File: config.mk
export PLATFORM = sky130hd
export DESIGN_NAME = sd_req_arbiter_flat
export DESIGN_NICKNAME = d
export VERILOG_FILES = /design/src/rtl/sd_req_arbiter_if.sv /design/src/rtl/sd_req_arbiter.sv /design/src/flat_wrapper.sv
export SDC_FILE = /design/constraint.sdc
export NUM_CORES = 1
export LEC_CHECK = 0
export BUFFER_PORTS_ARGS = -buffer_cell sky130_fd_sc_hd__buf_2
export CAP_MARGIN = 20
export CORE_MARGIN = 2
export CORE_UTILIZATION = 45
export DETAILED_ROUTE_END_ITERATION = 12
export MAX_ROUTING_LAYER = met4
export PLACE_DENSITY_LB_ADDON = 0.25
export SETUP_SLACK_MARGIN = 0.5
export SYNTH_ARGS = -nofsm -noshare
export SYNTH_HDL_FRONTEND = slang
export SYNTH_SLANG_ARGS = --single-unit
export TNS_END_PERCENT = 50
File: constraint.sdc
create_clock -name clk_sys -period 2.1 [get_ports clk_sys]
set_input_delay 0 -clock clk_sys [delete_from_list [all_inputs] [get_ports clk_sys]]
set_output_delay 0 -clock clk_sys [all_outputs]
set_load 0.02 [all_outputs]
File: src/rtl/sd_req_arbiter_if.sv
//------------------------------------------------------------------------------
// Module   : sd_req_arbiter_if
// Purpose  : Requester-side and mist_io-side signals of the SD block-port arbiter.
// Revision : 1.0 - initial release
//------------------------------------------------------------------------------
`default_nettype none

interface sd_req_arbiter_if #(
   parameter int NREQ = 2
);
   logic [NREQ*32-1:0] req_lba;
   logic [NREQ-1:0]    req_rd;
   logic [NREQ-1:0]    req_wr;
   logic [NREQ-1:0]    req_ack;
   logic [NREQ-1:0]    req_done;
   logic [NREQ-1:0]    req_err;
   logic [NREQ-1:0]    req_buff_wr;
   logic [NREQ*8-1:0]  req_buff_din;
   logic [31:0]        sd_lba;
   logic               sd_rd;
   logic               sd_wr;
   logic               sd_ack;
   logic               sd_buff_wr;
   logic [7:0]         sd_buff_din;
   logic               busy;
   logic [1:0]         grant;

   // master: the arbiter itself; slave: requesters plus mist_io
   modport master (
      input  req_lba, req_rd, req_wr, req_buff_din, sd_ack, sd_buff_wr,
      output req_ack, req_done, req_err, req_buff_wr,
             sd_lba, sd_rd, sd_wr, sd_buff_din, busy, grant
   );

   modport slave (
      output req_lba, req_rd, req_wr, req_buff_din, sd_ack, sd_buff_wr,
      input  req_ack, req_done, req_err, req_buff_wr,
             sd_lba, sd_rd, sd_wr, sd_buff_din, busy, grant
   );
endinterface

`default_nettype wire

File: src/rtl/sd_req_arbiter.sv
//------------------------------------------------------------------------------
// Module   : sd_req_arbiter
// Purpose  : Round-robin sharing of the mist_io SD sector port among NREQ requesters.
//            Optional ISSUE timeout enabled by macro SD_ARB_TIMEOUT_EN.
// Revision : 1.0 - initial release
//------------------------------------------------------------------------------
`default_nettype none

module sd_req_arbiter #(
   parameter int          NREQ    = 2,
   parameter logic [23:0] TIMEOUT = 24'd10_000_000
) (
   input  wire logic        clk_sys,
   input  wire logic        reset_n,
   sd_req_arbiter_if.master bus
);

   typedef enum logic [1:0] {
      S_IDLE  = 2'd0,
      S_ISSUE = 2'd1,
      S_XFER  = 2'd2,
      S_DONE  = 2'd3
   } state_t;

   state_t            state_q;
   logic [1:0]        grant_q;
   logic [1:0]        last_q;
   logic [31:0]       sd_lba_q;
   logic              sd_rd_q;
   logic              sd_wr_q;
   logic [NREQ-1:0]   req_ack_q;
   logic [NREQ-1:0]   req_done_q;
   logic              ack_meta_q;
   logic              ack_s_q;
   logic              ack_prev_q;

   logic [31:0]       w_lba [4];
   logic [7:0]        w_din [4];
   logic [3:0]        w_rd4;
   logic [3:0]        w_wr4;
   logic [3:0]        w_pend4;
   logic [3:0]        w_gnt_oh;
   logic [1:0]        w_pick;
   logic [1:0]        w_idx;
   logic              w_found;
   logic              w_ack_rise;
   logic              w_ack_fall;

   // Pad per-requester slices to four entries so a 2-bit index is always in range
   for (genvar i = 0; i < 4; i++) begin : g_slot
      if (i < NREQ) begin : g_live
         assign w_lba[i] = bus.req_lba[32*i +: 32];
         assign w_din[i] = bus.req_buff_din[8*i +: 8];
      end else begin : g_pad
         assign w_lba[i] = '0;
         assign w_din[i] = '0;
      end
   end

   assign w_rd4      = 4'(bus.req_rd);
   assign w_wr4      = 4'(bus.req_wr);
   assign w_pend4    = w_rd4 | w_wr4;
   assign w_gnt_oh   = 4'b0001 << grant_q;
   assign w_ack_rise = ack_s_q & ~ack_prev_q;
   assign w_ack_fall = ~ack_s_q & ack_prev_q;

   always_comb begin
      w_pick  = last_q;
      w_found = 1'b0;
      w_idx   = '0;
      for (int k = 1; k <= NREQ; k++) begin
         w_idx = 2'((int'(last_q) + k) % NREQ);
         if (!w_found && w_pend4[w_idx]) begin
            w_found = 1'b1;
            w_pick  = w_idx;
         end
      end
   end

`ifdef SD_ARB_TIMEOUT_EN
   logic [23:0]     tmo_q;
   logic [NREQ-1:0] req_err_q;
   assign bus.req_err = req_err_q;
`else
   logic unused_timeout;
   assign unused_timeout = ^TIMEOUT;
   assign bus.req_err    = '0;
`endif

   always_ff @(posedge clk_sys or negedge reset_n) begin
      if (!reset_n) begin
         state_q    <= S_IDLE;
         grant_q    <= '0;
         last_q     <= 2'(NREQ - 1);
         sd_lba_q   <= '0;
         sd_rd_q    <= 1'b0;
         sd_wr_q    <= 1'b0;
         req_ack_q  <= '0;
         req_done_q <= '0;
         ack_meta_q <= 1'b0;
         ack_s_q    <= 1'b0;
         ack_prev_q <= 1'b0;
`ifdef SD_ARB_TIMEOUT_EN
         tmo_q      <= '0;
         req_err_q  <= '0;
`endif
      end else begin
         ack_meta_q <= bus.sd_ack;
         ack_s_q    <= ack_meta_q;
         ack_prev_q <= ack_s_q;
         req_done_q <= '0;
`ifdef SD_ARB_TIMEOUT_EN
         req_err_q  <= '0;
         if (state_q == S_ISSUE) begin
            tmo_q <= tmo_q + 24'd1;
         end
`endif
         case (state_q)
            S_IDLE: begin
               if (w_found) begin
                  sd_lba_q <= w_lba[w_pick];
                  sd_rd_q  <= w_rd4[w_pick];
                  sd_wr_q  <= ~w_rd4[w_pick];
                  grant_q  <= w_pick;
                  state_q  <= S_ISSUE;
`ifdef SD_ARB_TIMEOUT_EN
                  tmo_q    <= '0;
`endif
               end
            end
            S_ISSUE: begin
               if (w_ack_rise) begin
                  sd_rd_q   <= 1'b0;
                  sd_wr_q   <= 1'b0;
                  req_ack_q <= NREQ'(w_gnt_oh);
                  state_q   <= S_XFER;
               end else if (!w_rd4[grant_q] && !w_wr4[grant_q]) begin
                  // Withdrawal: no completion and the round-robin pointer stays put
                  sd_rd_q <= 1'b0;
                  sd_wr_q <= 1'b0;
                  state_q <= S_IDLE;
               end
`ifdef SD_ARB_TIMEOUT_EN
               else if (tmo_q == TIMEOUT - 24'd1) begin
                  sd_rd_q    <= 1'b0;
                  sd_wr_q    <= 1'b0;
                  req_done_q <= NREQ'(w_gnt_oh);
                  req_err_q  <= NREQ'(w_gnt_oh);
                  state_q    <= S_DONE;
               end
`endif
            end
            S_XFER: begin
               if (w_ack_fall) begin
                  req_ack_q  <= '0;
                  req_done_q <= NREQ'(w_gnt_oh);
                  state_q    <= S_DONE;
               end
            end
            S_DONE: begin
               last_q  <= grant_q;
               state_q <= S_IDLE;
            end
            default: state_q <= S_IDLE;
         endcase
      end
   end

   assign bus.sd_lba      = sd_lba_q;
   assign bus.sd_rd       = sd_rd_q;
   assign bus.sd_wr       = sd_wr_q;
   assign bus.req_ack     = req_ack_q;
   assign bus.req_done    = req_done_q;
   assign bus.busy        = (state_q != S_IDLE);
   assign bus.grant       = grant_q;
   assign bus.sd_buff_din = w_din[grant_q];
   assign bus.req_buff_wr = ((state_q == S_XFER) && bus.sd_buff_wr) ? NREQ'(w_gnt_oh) : '0;

endmodule

`default_nettype wire
File: src/flat_wrapper.sv
// flat-port wrapper written by rule: the top's interface ports become plain ports
module sd_req_arbiter_flat 
#(
   parameter int          NREQ    = 2,
   parameter logic [23:0] TIMEOUT = 24'd10_000_000
)
  (clk_sys, reset_n, bus_req_lba, bus_req_rd, bus_req_wr, bus_req_buff_din, bus_sd_ack, bus_sd_buff_wr, bus_req_ack, bus_req_done, bus_req_err, bus_req_buff_wr, bus_sd_lba, bus_sd_rd, bus_sd_wr, bus_sd_buff_din, bus_busy, bus_grant);
  sd_req_arbiter_if #(.NREQ(NREQ)) bus_i ();
  input  wire logic clk_sys;
  input  wire logic reset_n;
  input wire logic [$bits(bus_i.req_lba)-1:0] bus_req_lba;
  input wire logic [$bits(bus_i.req_rd)-1:0] bus_req_rd;
  input wire logic [$bits(bus_i.req_wr)-1:0] bus_req_wr;
  input wire logic [$bits(bus_i.req_buff_din)-1:0] bus_req_buff_din;
  input wire logic [$bits(bus_i.sd_ack)-1:0] bus_sd_ack;
  input wire logic [$bits(bus_i.sd_buff_wr)-1:0] bus_sd_buff_wr;
  output wire logic [$bits(bus_i.req_ack)-1:0] bus_req_ack;
  output wire logic [$bits(bus_i.req_done)-1:0] bus_req_done;
  output wire logic [$bits(bus_i.req_err)-1:0] bus_req_err;
  output wire logic [$bits(bus_i.req_buff_wr)-1:0] bus_req_buff_wr;
  output wire logic [$bits(bus_i.sd_lba)-1:0] bus_sd_lba;
  output wire logic [$bits(bus_i.sd_rd)-1:0] bus_sd_rd;
  output wire logic [$bits(bus_i.sd_wr)-1:0] bus_sd_wr;
  output wire logic [$bits(bus_i.sd_buff_din)-1:0] bus_sd_buff_din;
  output wire logic [$bits(bus_i.busy)-1:0] bus_busy;
  output wire logic [$bits(bus_i.grant)-1:0] bus_grant;
  assign bus_i.req_lba = bus_req_lba;
  assign bus_i.req_rd = bus_req_rd;
  assign bus_i.req_wr = bus_req_wr;
  assign bus_i.req_buff_din = bus_req_buff_din;
  assign bus_i.sd_ack = bus_sd_ack;
  assign bus_i.sd_buff_wr = bus_sd_buff_wr;
  assign bus_req_ack = bus_i.req_ack;
  assign bus_req_done = bus_i.req_done;
  assign bus_req_err = bus_i.req_err;
  assign bus_req_buff_wr = bus_i.req_buff_wr;
  assign bus_sd_lba = bus_i.sd_lba;
  assign bus_sd_rd = bus_i.sd_rd;
  assign bus_sd_wr = bus_i.sd_wr;
  assign bus_sd_buff_din = bus_i.sd_buff_din;
  assign bus_busy = bus_i.busy;
  assign bus_grant = bus_i.grant;
  sd_req_arbiter #(.NREQ(NREQ), .TIMEOUT(TIMEOUT)) u_core (.clk_sys(clk_sys), .reset_n(reset_n), .bus(bus_i));
endmodule
==> impl_metrics.sql <==
INSERT INTO impl_metrics (metric_group, metric, value, unit) VALUES
('finish', 'finish.utilization', '69.6', '%'),
('worst_setup_path', 'worst-endpoint-required', '2.25', 'ns'),
('route', 'route.met3.wl', '855', 'um'),
('global_route', 'global_route.overflow_total', '0', ''),
('finish', 'final.fill_count', '481', ''),
('timing', 'timing.fmax', '673', 'MHz'),
('global_route', 'global_route_wire_length_before_repair', '14000', 'um'),
('synthesis', 'synth.cell_area', '2680', 'sq um'),
('finish', 'flow.area_growth_from_synthesis', '51.3', '%'),
('clocking', 'clockRootBuffer', 'clkbuf_8', ''),
('timing', 'timing.max_slew.rel_slack', '53.0', '%'),
('global_route', 'grt_antenna_before_repair', '0', ''),
('worst_setup_path', 'ff_to_ff_start', 'u_core.last_q[0]', ''),
('placement', 'buffer_ports.inserted', '138', ''),
('clocking', 'clock_sink_count', '46', ''),
('die', 'std_cell_rows', '28', ''),
('route', 'drtAntennaViolNets', '0', ''),
('route', 'vias', '3133', ''),
('synthesis', 'synth_cells', '281', ''),
('finish', 'final_nets', '565', ''),
('synthesis', 'synth-warning-count', '0', ''),
('route', 'route.top_layer_used', 'met4', ''),
('pwr', 'total_power_per_unit_cell_area', '1260', 'nW/um^2'),
('timing', 'final-hold-violation-count', '0', ''),
('clocking', 'numCtsBuffers', '5', ''),
('die', 'die_height', '81.1', 'um'),
('worst_setup_path', 'ff2ff_setup_slack', '0.61', 'ns'),
('worst_setup_path', 'crit_chain', 'o21ai_2 -> buf_4 -> nand3_1 -> a31oi_1', ''),
('worst_setup_path', 'worstSetupPathType', 'reg2reg', ''),
('route', 'dr_vias_cell', '5.67', ''),
('timing', 'worst-slew-pin-transition', '0.705', 'ns'),
('clocking', 'cts_buffer_depth', '2', ''),
('outcome', 'status', 'complete, no violations', ''),
('synthesis', 'syn_avg_cell_area', '9.52', 'sq um'),
('timing', 'clock-skew-final', '0.00851', 'ns'),
('route', 'detailroute.wirelength.met2', '4470', 'um'),
('die', 'floorplan.initialDensity', '46.0', '%'),
('synthesis', 'ys_seq_elements', '46', ''),
('min_path', 'worstHoldPathCells', '3', ''),
('synthesis', 'synth.distinct_cells', '45', ''),
('synthesis', 'fraction_of_registers_with_async_set_or_reset_after_synthesis', '100', '%'),
('worst_setup_path', 'timing.critical_path.to_type', 'flip-flop', ''),
('finish', 'final_cell_mix', '138 x buf_2, 65 x a31oi_1, 65 x dlygate4sd3_1', ''),
('worst_setup_path', 'reg2regPathDepth', '4', ''),
('timing', 'setup-violations-final', '0', ''),
('synthesis', 'edff_count_synth', '0', ''),
('clocking', 'cts-htree-levels', '2', ''),
('finish', 'sequential_cell_area', '1150', 'sq um'),
('route', 'postRouteWirelength', '9040', 'um'),
('min_path', 'timing.hold.worst.start', 'bus_req_lba[13]', ''),
('die', 'core_area', '5820', 'sq um'),
('pwr', 'ir_drop', '0.000668', 'V'),
('worst_setup_path', 'critPathMaxStageDelay', '0.62', 'ns'),
('timing', 'finalCriticalPeriod', '1.49', 'ns'),
('worst_setup_path', 'cell_at_the_slowest_stage_of_the_critical_path', 'dfstp_2', ''),
('clocking', 'cts_tree', 'done', ''),
('placement', 'gp_routability_congestion', '0.791', ''),
('worst_setup_path', 'worst-endpoint-arrival', '1.64', 'ns'),
('worst_setup_path', 'crit_path_start_kind', 'flip-flop', ''),
('route', 'wire_per_inst', '16.4', 'um'),
('die', 'die_x', '81.1', 'um'),
('finish', 'fraction_of_final_layout_cells_with_drive_strength_greater_than_1', '37.7', '%'),
('die', 'io_pins', '141', ''),
('global_route', 'grt_use_total', '28.1', '%'),
('synthesis', 'synth-main-ff-cell', 'dfrtp_1', ''),
('job', 'cap_violations', '0', ''),
('worst_setup_path', 'critical_path.reg2reg.endpoint', 'u_core.bus.sd_lba[17]', ''),
('finish', 'layout.cells.most_common', 'buf_2', ''),
('die', 'area_enclosed_by_the_die_boundary', '6580', 'sq um'),
('pwr', 'cellLeakagePower', '1.87', 'nW'),
('timing', 'grt_setup_unrepaired', 'no', '');
## how the worst max path moves through the flow
stage / startpoint / end / slack [ns] / cells past startpoint
global placement: u_core.last_q[0] / u_core.bus.sd_lba[13] / 0.58 / 4
detailed placement: u_core.last_q[0] / u_core.bus.sd_lba[17] / 0.52 / 4
global route: u_core.last_q[0] / u_core.bus.sd_lba[13] / 0.51 / 4
finish: u_core.last_q[0] / u_core.bus.sd_lba[17] / 0.61 / 4
floorplan: u_core.bus.grant[0] / u_core.bus.sd_rd / 0.53 / 4
CTS: u_core.last_q[0] / u_core.bus.sd_lba[13] / 0.49 / 4
## logic make-up (layout without fill, tap and decap cells)
kind of cell	after synthesis	in the layout	synth area share (%)
AOI/OAI and AO/OA	110	110	24.8
other	1	2	0.140
buffers and inverters	39	235	13.3
DFF	46	46	43.1
and+or+nand+nor	75	75	14.8
muxes	10	10	3.84
## sequential cells by signal, indices dropped and copies added (netlist names), named ones only
signal               count
u_core.last_q            1
u_core.ack_prev_q        1
u_core.state_q           1
u_core.bus.req_done      2
u_core.bus.sd_lba       32
u_core.bus.sd_rd         1
u_core.ack_s_q           1
u_core.ack_meta_q        1
u_core.bus.sd_wr         1
u_core.bus.req_ack       2
u_core.bus.grant         2
## per-layer routing
layer	vias up	global-route usage (%)
met3	19	4.89
li1	1454	-
met1	1460	34.9
met5	-	-
met4	0	10.2
met2	200	46.1
## per-stage QoR
step                instances  total power [mW]  worst slack [ns]  hold WS, ns  cell area [sq um]
finish                    553              5.10             0.614       0.0238               4050
global route              553              5.45             0.512       0.0632               4050
CTS                       550              5.00             0.487       0.0208               4010
floorplan                 282              3.63             0.532       -0.296               2690
global placement          477              4.27             0.576      -0.0534               3270
detailed placement        477              4.35             0.517      -0.0481               3270
## critical path, delay by kind of cell (launching register included)
kind                   cells  cell delay [ns]
buffers and inverters      1             0.29
AO/OA/AOI/OAI              2             0.33
flip-flops                 1             0.62
AND/OR/NAND/NOR            1             0.10
## Yosys cell counts, drive strengths merged (2+ instances only)
library cell	n	share of area (%)
o21ai	35	6.5
clkbuf	19	6.9
o221ai	2	0.65
mux2i	8	3.0
nor2	14	2.0
buf	13	4.9
or3	2	0.51
a31oi	65	15
nand3	36	6.7
nand2b	2	0.47
nand2	6	0.84
inv	5	0.70
nor3	5	1.3
mux2	2	0.84
or3b	2	0.65
dfrtp	45	42
## final cells by class
| cell class | count | area share [%] |
|---|---|---|
| Multi-Input combinational cell | 197 | 29.5 |
| Clock inverter | 1 | 0.124 |
| Tap cell | 75 | 2.32 |
| Clock buffer | 7 | 2.13 |
| Sequential cell | 46 | 28.5 |
| Timing Repair Buffer | 222 | 36.8 |
| Inverter | 5 | 0.618 |
## power breakdown
part,internal [mW],switching (mW)
clock,0.266,0.295
combinational,1.14,1.81
sequential,1.30,0.289
## repair_timing
action | in CTS | in global routing
hold endpoints to repair | 50 | 0
buffers inserted | 0 | 3
hold buffers | 65 | 0
resized for setup | 1 | 6
setup endpoints to repair | 3 | 25
Note: power is estimated with default switching activity, not from simulation.
